`src/rtl/pattern_tx_if.sv`:
```
// pattern_tx_if: payload handshake and serial-line bundle for pattern_tx.
//   in_valid / in_ready / in_data : parallel payload word handshake (master -> slave)
//   x / x_en                      : serial bit and its qualifier (slave -> master)
//   busy / done                   : frame-in-progress flag and end-of-frame pulse
interface pattern_tx_if #(
    parameter int unsigned DATA_W = 8
);
    logic              in_valid;
    logic              in_ready;
    logic [DATA_W-1:0] in_data;
    logic              x;
    logic              x_en;
    logic              busy;
    logic              done;

    modport master (
        output in_valid, in_data,
        input  in_ready, x, x_en, busy, done
    );

    modport slave (
        input  in_valid, in_data,
        output in_ready, x, x_en, busy, done
    );
endinterface

```
`src/rtl/pattern_tx.sv`:
```
// pattern_tx: serial frame transmitter. It sends the 3-bit preamble and then
// the payload MSB-first, inserting a 0 after every emitted "10". The pattern
// "101" therefore appears only in the preamble.
//   clk, rst : clock and synchronous active-high reset
//   bus      : pattern_tx_if.slave (handshake in, serial line and status out)
module pattern_tx #(
    parameter int unsigned DATA_W = 8,
    parameter logic [2:0]  PRE    = 3'b101,
    parameter int unsigned GAP    = 2
) (
    input  logic         clk,
    input  logic         rst,
    pattern_tx_if.slave  bus
);
    localparam int unsigned CNT_W = $clog2(DATA_W + 1);
    localparam int unsigned GAP_W = (GAP > 1) ? $clog2(GAP) : 1;

    localparam logic [1:0] S_IDLE = 2'd0;
    localparam logic [1:0] S_PRE  = 2'd1;
    localparam logic [1:0] S_DATA = 2'd2;
    localparam logic [1:0] S_GAP  = 2'd3;

    logic [1:0]        state,   state_nxt;
    logic [DATA_W-1:0] sr,      sr_nxt;
    logic [CNT_W-1:0]  cnt,     cnt_nxt;
    logic [1:0]        h,       h_nxt;
    logic [1:0]        pre_idx, pre_idx_nxt;
    logic [GAP_W-1:0]  gap_cnt, gap_cnt_nxt;
    logic              x_q,     x_nxt;
    logic              x_en_q,  x_en_nxt;
    logic              busy_q,  busy_nxt;
    logic              done_q,  done_nxt;
    logic              data_step;
    logic              in_ready_c;

    assign in_ready_c   = (state == S_IDLE) && !rst;
    assign bus.in_ready = in_ready_c;
    assign bus.x        = x_q;
    assign bus.x_en     = x_en_q;
    assign bus.busy     = busy_q;
    assign bus.done     = done_q;

    // State and registered outputs.
    always_ff @(posedge clk) begin
        if (rst) begin
            state   <= S_IDLE;
            sr      <= '0;
            cnt     <= '0;
            h       <= '0;
            pre_idx <= '0;
            gap_cnt <= '0;
            x_q     <= 1'b0;
            x_en_q  <= 1'b0;
            busy_q  <= 1'b0;
            done_q  <= 1'b0;
        end else begin
            state   <= state_nxt;
            sr      <= sr_nxt;
            cnt     <= cnt_nxt;
            h       <= h_nxt;
            pre_idx <= pre_idx_nxt;
            gap_cnt <= gap_cnt_nxt;
            x_q     <= x_nxt;
            x_en_q  <= x_en_nxt;
            busy_q  <= busy_nxt;
            done_q  <= done_nxt;
        end
    end

    // Next state and the bit to drive on x in the following cycle.
    // x_q holds the bit currently on the line; h holds the last two bits sent.
    always_comb begin
        state_nxt   = state;
        sr_nxt      = sr;
        cnt_nxt     = cnt;
        h_nxt       = h;
        pre_idx_nxt = pre_idx;
        gap_cnt_nxt = gap_cnt;
        x_nxt       = 1'b0;
        x_en_nxt    = 1'b0;
        busy_nxt    = 1'b0;
        done_nxt    = 1'b0;
        data_step   = 1'b0;

        case (state)
            S_IDLE: begin
                if (bus.in_valid && in_ready_c) begin
                    state_nxt   = S_PRE;
                    sr_nxt      = bus.in_data;
                    cnt_nxt     = CNT_W'(DATA_W);
                    pre_idx_nxt = 2'd0;
                    h_nxt       = {1'b0, PRE[2]};
                    x_nxt       = PRE[2];
                    x_en_nxt    = 1'b1;
                    busy_nxt    = 1'b1;
                end
            end
            S_PRE: begin
                busy_nxt = 1'b1;
                if (pre_idx == 2'd2) begin
                    data_step = 1'b1;
                end else begin
                    pre_idx_nxt = pre_idx + 2'd1;
                    x_nxt       = (pre_idx == 2'd0) ? PRE[1] : PRE[0];
                    x_en_nxt    = 1'b1;
                    h_nxt       = {h[0], x_nxt};
                end
            end
            S_DATA: begin
                data_step = 1'b1;
            end
            S_GAP: begin
                if (gap_cnt == GAP_W'(GAP - 1)) begin
                    state_nxt = S_IDLE;
                end else begin
                    gap_cnt_nxt = gap_cnt + GAP_W'(1);
                    busy_nxt    = 1'b1;
                end
            end
        endcase

        // One payload-phase slot: finish, stuff a 0 after "10", or send the next bit.
        if (data_step) begin
            busy_nxt  = 1'b1;
            state_nxt = S_DATA;
            if (cnt == '0 && h != 2'b10) begin
                state_nxt   = S_GAP;
                gap_cnt_nxt = '0;
                done_nxt    = 1'b1;
            end else if (h == 2'b10) begin
                x_nxt    = 1'b0;
                x_en_nxt = 1'b1;
                h_nxt    = 2'b00;
            end else begin
                x_nxt    = sr[DATA_W-1];
                x_en_nxt = 1'b1;
                sr_nxt   = sr << 1;
                cnt_nxt  = cnt - CNT_W'(1);
                h_nxt    = {h[0], sr[DATA_W-1]};
            end
        end
    end
endmodule

```
`src/flat_wrapper.sv`:
```
// flat-port wrapper written by rule: the top's interface ports become plain ports
module pattern_tx_flat 
#(
    parameter int unsigned DATA_W = 8,
    parameter logic [2:0]  PRE    = 3'b101,
    parameter int unsigned GAP    = 2
)
  (clk, rst, bus_in_valid, bus_in_data, bus_in_ready, bus_x, bus_x_en, bus_busy, bus_done);
  pattern_tx_if #(.DATA_W(DATA_W)) bus_i ();
  input  logic clk;
  input  logic rst;
  input wire logic [$bits(bus_i.in_valid)-1:0] bus_in_valid;
  input wire logic [$bits(bus_i.in_data)-1:0] bus_in_data;
  output wire logic [$bits(bus_i.in_ready)-1:0] bus_in_ready;
  output wire logic [$bits(bus_i.x)-1:0] bus_x;
  output wire logic [$bits(bus_i.x_en)-1:0] bus_x_en;
  output wire logic [$bits(bus_i.busy)-1:0] bus_busy;
  output wire logic [$bits(bus_i.done)-1:0] bus_done;
  assign bus_i.in_valid = bus_in_valid;
  assign bus_i.in_data = bus_in_data;
  assign bus_in_ready = bus_i.in_ready;
  assign bus_x = bus_i.x;
  assign bus_x_en = bus_i.x_en;
  assign bus_busy = bus_i.busy;
  assign bus_done = bus_i.done;
  pattern_tx #(.DATA_W(DATA_W), .PRE(PRE), .GAP(GAP)) u_core (.clk(clk), .rst(rst), .bus(bus_i));
endmodule
```
`config.mk`:
```
export PLATFORM = sky130hd
export DESIGN_NAME = pattern_tx_flat
export DESIGN_NICKNAME = d
export VERILOG_FILES = /design/src/rtl/pattern_tx_if.sv /design/src/rtl/pattern_tx.sv /design/src/flat_wrapper.sv
export SDC_FILE = /design/constraint.sdc
export NUM_CORES = 1
export LEC_CHECK = 0
export CORE_MARGIN = 2
export CORE_UTILIZATION = 58
export DETAILED_ROUTE_END_ITERATION = 12
export PLACE_DENSITY_LB_ADDON = 0.1
export SKIP_LAST_GASP = 1
export SYNTH_ARGS = -nofsm -noshare
export SYNTH_HDL_FRONTEND = slang
export SYNTH_SLANG_ARGS = --single-unit
export TNS_END_PERCENT = 10
```
`constraint.sdc`:
```
create_clock -name clk -period 2.65 [get_ports clk]
set_clock_uncertainty 0.2 [all_clocks]
set_input_delay 0.53 -clock clk [delete_from_list [all_inputs] [get_ports clk]]
set_output_delay 0.53 -clock clk [all_outputs]
set_load 0.05 [all_outputs]
```
==> impl_metrics.csv <==
group,metric,value,unit
outcome,status,"finished, final reports clean",
placed_design,hpwl,1724,um
floorplanning,dieWidth,50.38,um
run,drv_cap,0,
synth,ys.warnings.count,0,
detailed_routing,ant_nets,0,
worst_setup_path,path_class,"reg2out",
finish,nNetsFinal,172,
synth,syn_nets,157,
floorplanning,rows,16,
worst_setup_path,crit_path_max_fanout,7,
power,p_leak,0.5823,nW
timing,rsz0062_at_grt,"no",
timing,post-route-period-util,86.74,%
detailed_routing,wl,2420,um
cts,numClockSinks,23,
grt,antenna_found_initial,0,
detailed_routing,route.detailed.drc,0,
cts,numCtsBuffers,3,
synth,synth-edff-count,0,
timing,relSlewSlack,66.75,%
finish,final.fill_count,165,
cts,cts.path.max_buffers,2,
cts,cts_tree,"yes",
detailed_routing,dr_wl_met2,1053,um
floorplanning,initial_core_util,62.31,%
worst_setup_path,crit_arrival,1.57,ns
timing,finalCriticalPeriod,2.299,ns
timing,max_freq,435.0,MHz
synth,synth_sequential_area_ratio,36.91,%
detailed_routing,drt_iter0_drc,21,
cts,clk_latency,0.32,ns
finish,num_antenna_cells,0,
detailed_routing,route.met3.wl,75,um
detailed_routing,routed.top_layer,"met4",
floorplanning,io_pins,16,
synth,ys_ff_latch,23,
finish,multi_input_area,726.9,um^2
grt,track_usage,22.46,%
synth,synth_area_per_cell,9.105,um^2
cts,htree_levels,1,
cts,clk_pin_slew,0.13,ns
detailed_routing,wire_per_inst,13.60,um
synth,synth_cells,137,
grt,grt_max_degree,24,
cts,cts.root.buffer_cell,"clkbuf_4",
floorplanning,die_area,2538,um^2
grt,grt_pass1_wl,4291,um
timing,tightest_slew,0.4972,ns
synth,synth.distinct_cells,36,
floorplanning,die-height,50.38,um
finish,drive_above_1_share,9.934,%
detailed_routing,avgViaCountPerCell,5.657,
cts,cts_resized,0,
timing,hold_violations,0,
worst_setup_path,r2r_setup_slack,0.47,ns
placed_design,port_buffers,15,
synth,synthArstFlopShare,0,%
synth,synthFlopType,"dfxtp_1",
cts,post-cts-setup-buffers,0,
power,ir_drop,383.9,uV
worst_setup_path,start_kind,"flip-flop",
cts,postCtsHoldBufs,0,
placed_design,gp_congestion,0.8117,
timing,tns,0,ns
synth,syn_area,1247,um^2
worst_setup_path,worstSetupEndpointType,"output pin",
grt,globalRouteOverflowTotal,0,
detailed_routing,dr.pass1.iters,4,
finish,seqCellArea,460.4,um^2
hold_path,hp-class,"reg2reg",
power,finalPower,0.7081,mW
floorplanning,coreArea,2002,um^2
finish,fin_util,72.00,%
detailed_routing,vias,1007,
timing,maxSlewViolCount,0,
grt,first_global_vias,986,
power,powerDensity,491.2,nW/um^2
finish,area_growth,15.55,%
worst_setup_path,worstPathRequired,1.92,ns
timing,setup_viol,0,
detailed_routing,met1_length,1205,um
## path summary, 6_finish.rpt
check / from / endpoint / cells past startpoint
worst max-delay path: u_core.state[0] / bus_in_ready / 4
worst min-delay path: u_core.pre_idx[0] / u_core.pre_idx[0] / 2
worst min register to register: u_core.pre_idx[0] / u_core.pre_idx[0] / 2
worst max register to register: u_core.state[1] / u_core.cnt[3] / 6
## cell families (layout without fill, tap and decap cells)
family                   Yosys count  count (layout)  share of synthesized area (%)
AO/OA/AOI/OAI                     35              35                          19.46
adder cells (fa/ha/maj)            9               9                          9.027
buffers and inverters             13              27                          4.815
flip-flops                        23              23                          36.91
multiplexers                       9               9                          7.322
AND/OR/NAND/NOR                   48              48                          22.47
## power by group
| part | switching, mW | internal [mW] | total [mW] |
|---|---|---|---|
| clock network | 0.107 | 0.0589 | 0.165 |
| logic | 0.0895 | 0.0752 | 0.165 |
| registers | 0.0116 | 0.366 | 0.378 |
## state kept, by name, indices dropped and copies added, names as in the netlist
signal / flops
u_core.bus.busy: 1
u_core.bus.done: 1
u_core.bus.x: 1
u_core.bus.x_en: 1
u_core.cnt: 4
u_core.gap_cnt: 1
u_core.h: 2
u_core.pre_idx: 2
u_core.sr: 8
u_core.state: 2
## critical path, stage by stage (launching register included)
cell and delay, ns:
dfxtp_1 0.35, inv_1 0.14, ha_1 0.31, nor2b_2 0.28, buf_12 0.17
## routing by layer
metal | global-route usage (%) | up-vias
li1 | - | 518
met1 | 28.17 | 453
met2 | 35.31 | 25
met3 | 3.869 | 11
met4 | 14.86 | 0
met5 | 0 | -
## layout make-up
| cell class | instances | share of cell area [%] |
|---|---|---|
| Tap cell | 27 | 2.344 |
| Inverter | 7 | 1.823 |
| Sequential cell | 23 | 31.94 |
| Multi-Input combinational cell | 101 | 50.43 |
| Clock buffer | 4 | 1.823 |
| Timing Repair Buffer | 16 | 11.63 |
## per-stage QoR
| step | instance area, um^2 | hold WS [ns] | setup WS, ns | cells |
|---|---|---|---|---|
| after floorplan | 1247 | 0.2495 | 0.4237 | 137 |
| after global placement | 1415 | 0.2636 | 0.3999 | 174 |
| after detailed placement | 1415 | 0.2713 | 0.3505 | 174 |
| after CTS | 1441 | 0.2884 | 0.3413 | 178 |
| after global routing | 1441 | 0.3160 | 0.2927 | 178 |
| final | 1441 | 0.2872 | 0.3513 | 178 |
## synth_stat cells, drive strengths merged, types with 2 or more instances
cell type / n / area (um^2)
mux2i: 8 / 80.08
and2b: 2 / 15.01
nor2b: 6 / 40.04
inv: 7 / 26.28
nand2: 7 / 28.78
ha: 9 / 112.6
dfxtp: 23 / 460.4
and2: 3 / 18.77
nand2b: 6 / 37.54
nand3: 4 / 20.02
nor3: 2 / 10.01
o21ai: 7 / 35.03
clkbuf: 4 / 15.01
a21oi: 8 / 40.04
buf: 2 / 18.77
a211oi: 10 / 85.08
nor2: 12 / 45.04
a21o: 4 / 31.28
## layout by cell type, fill, tap and decap left out, drive strengths merged, types with 2 or more instances in the layout
cell type	count
clkbuf	4
o21ai	7
dfxtp	23
ha	9
nand2	7
and2	3
inv	7
mux2i	8
a21o	4
nand2b	6
and2b	2
nor2	12
nand3	4
a21oi	8
buf	2
a211oi	10
clkdlybuf4s50	14
nor2b	6
nor3	2
(Power assumes the default switching activity.)
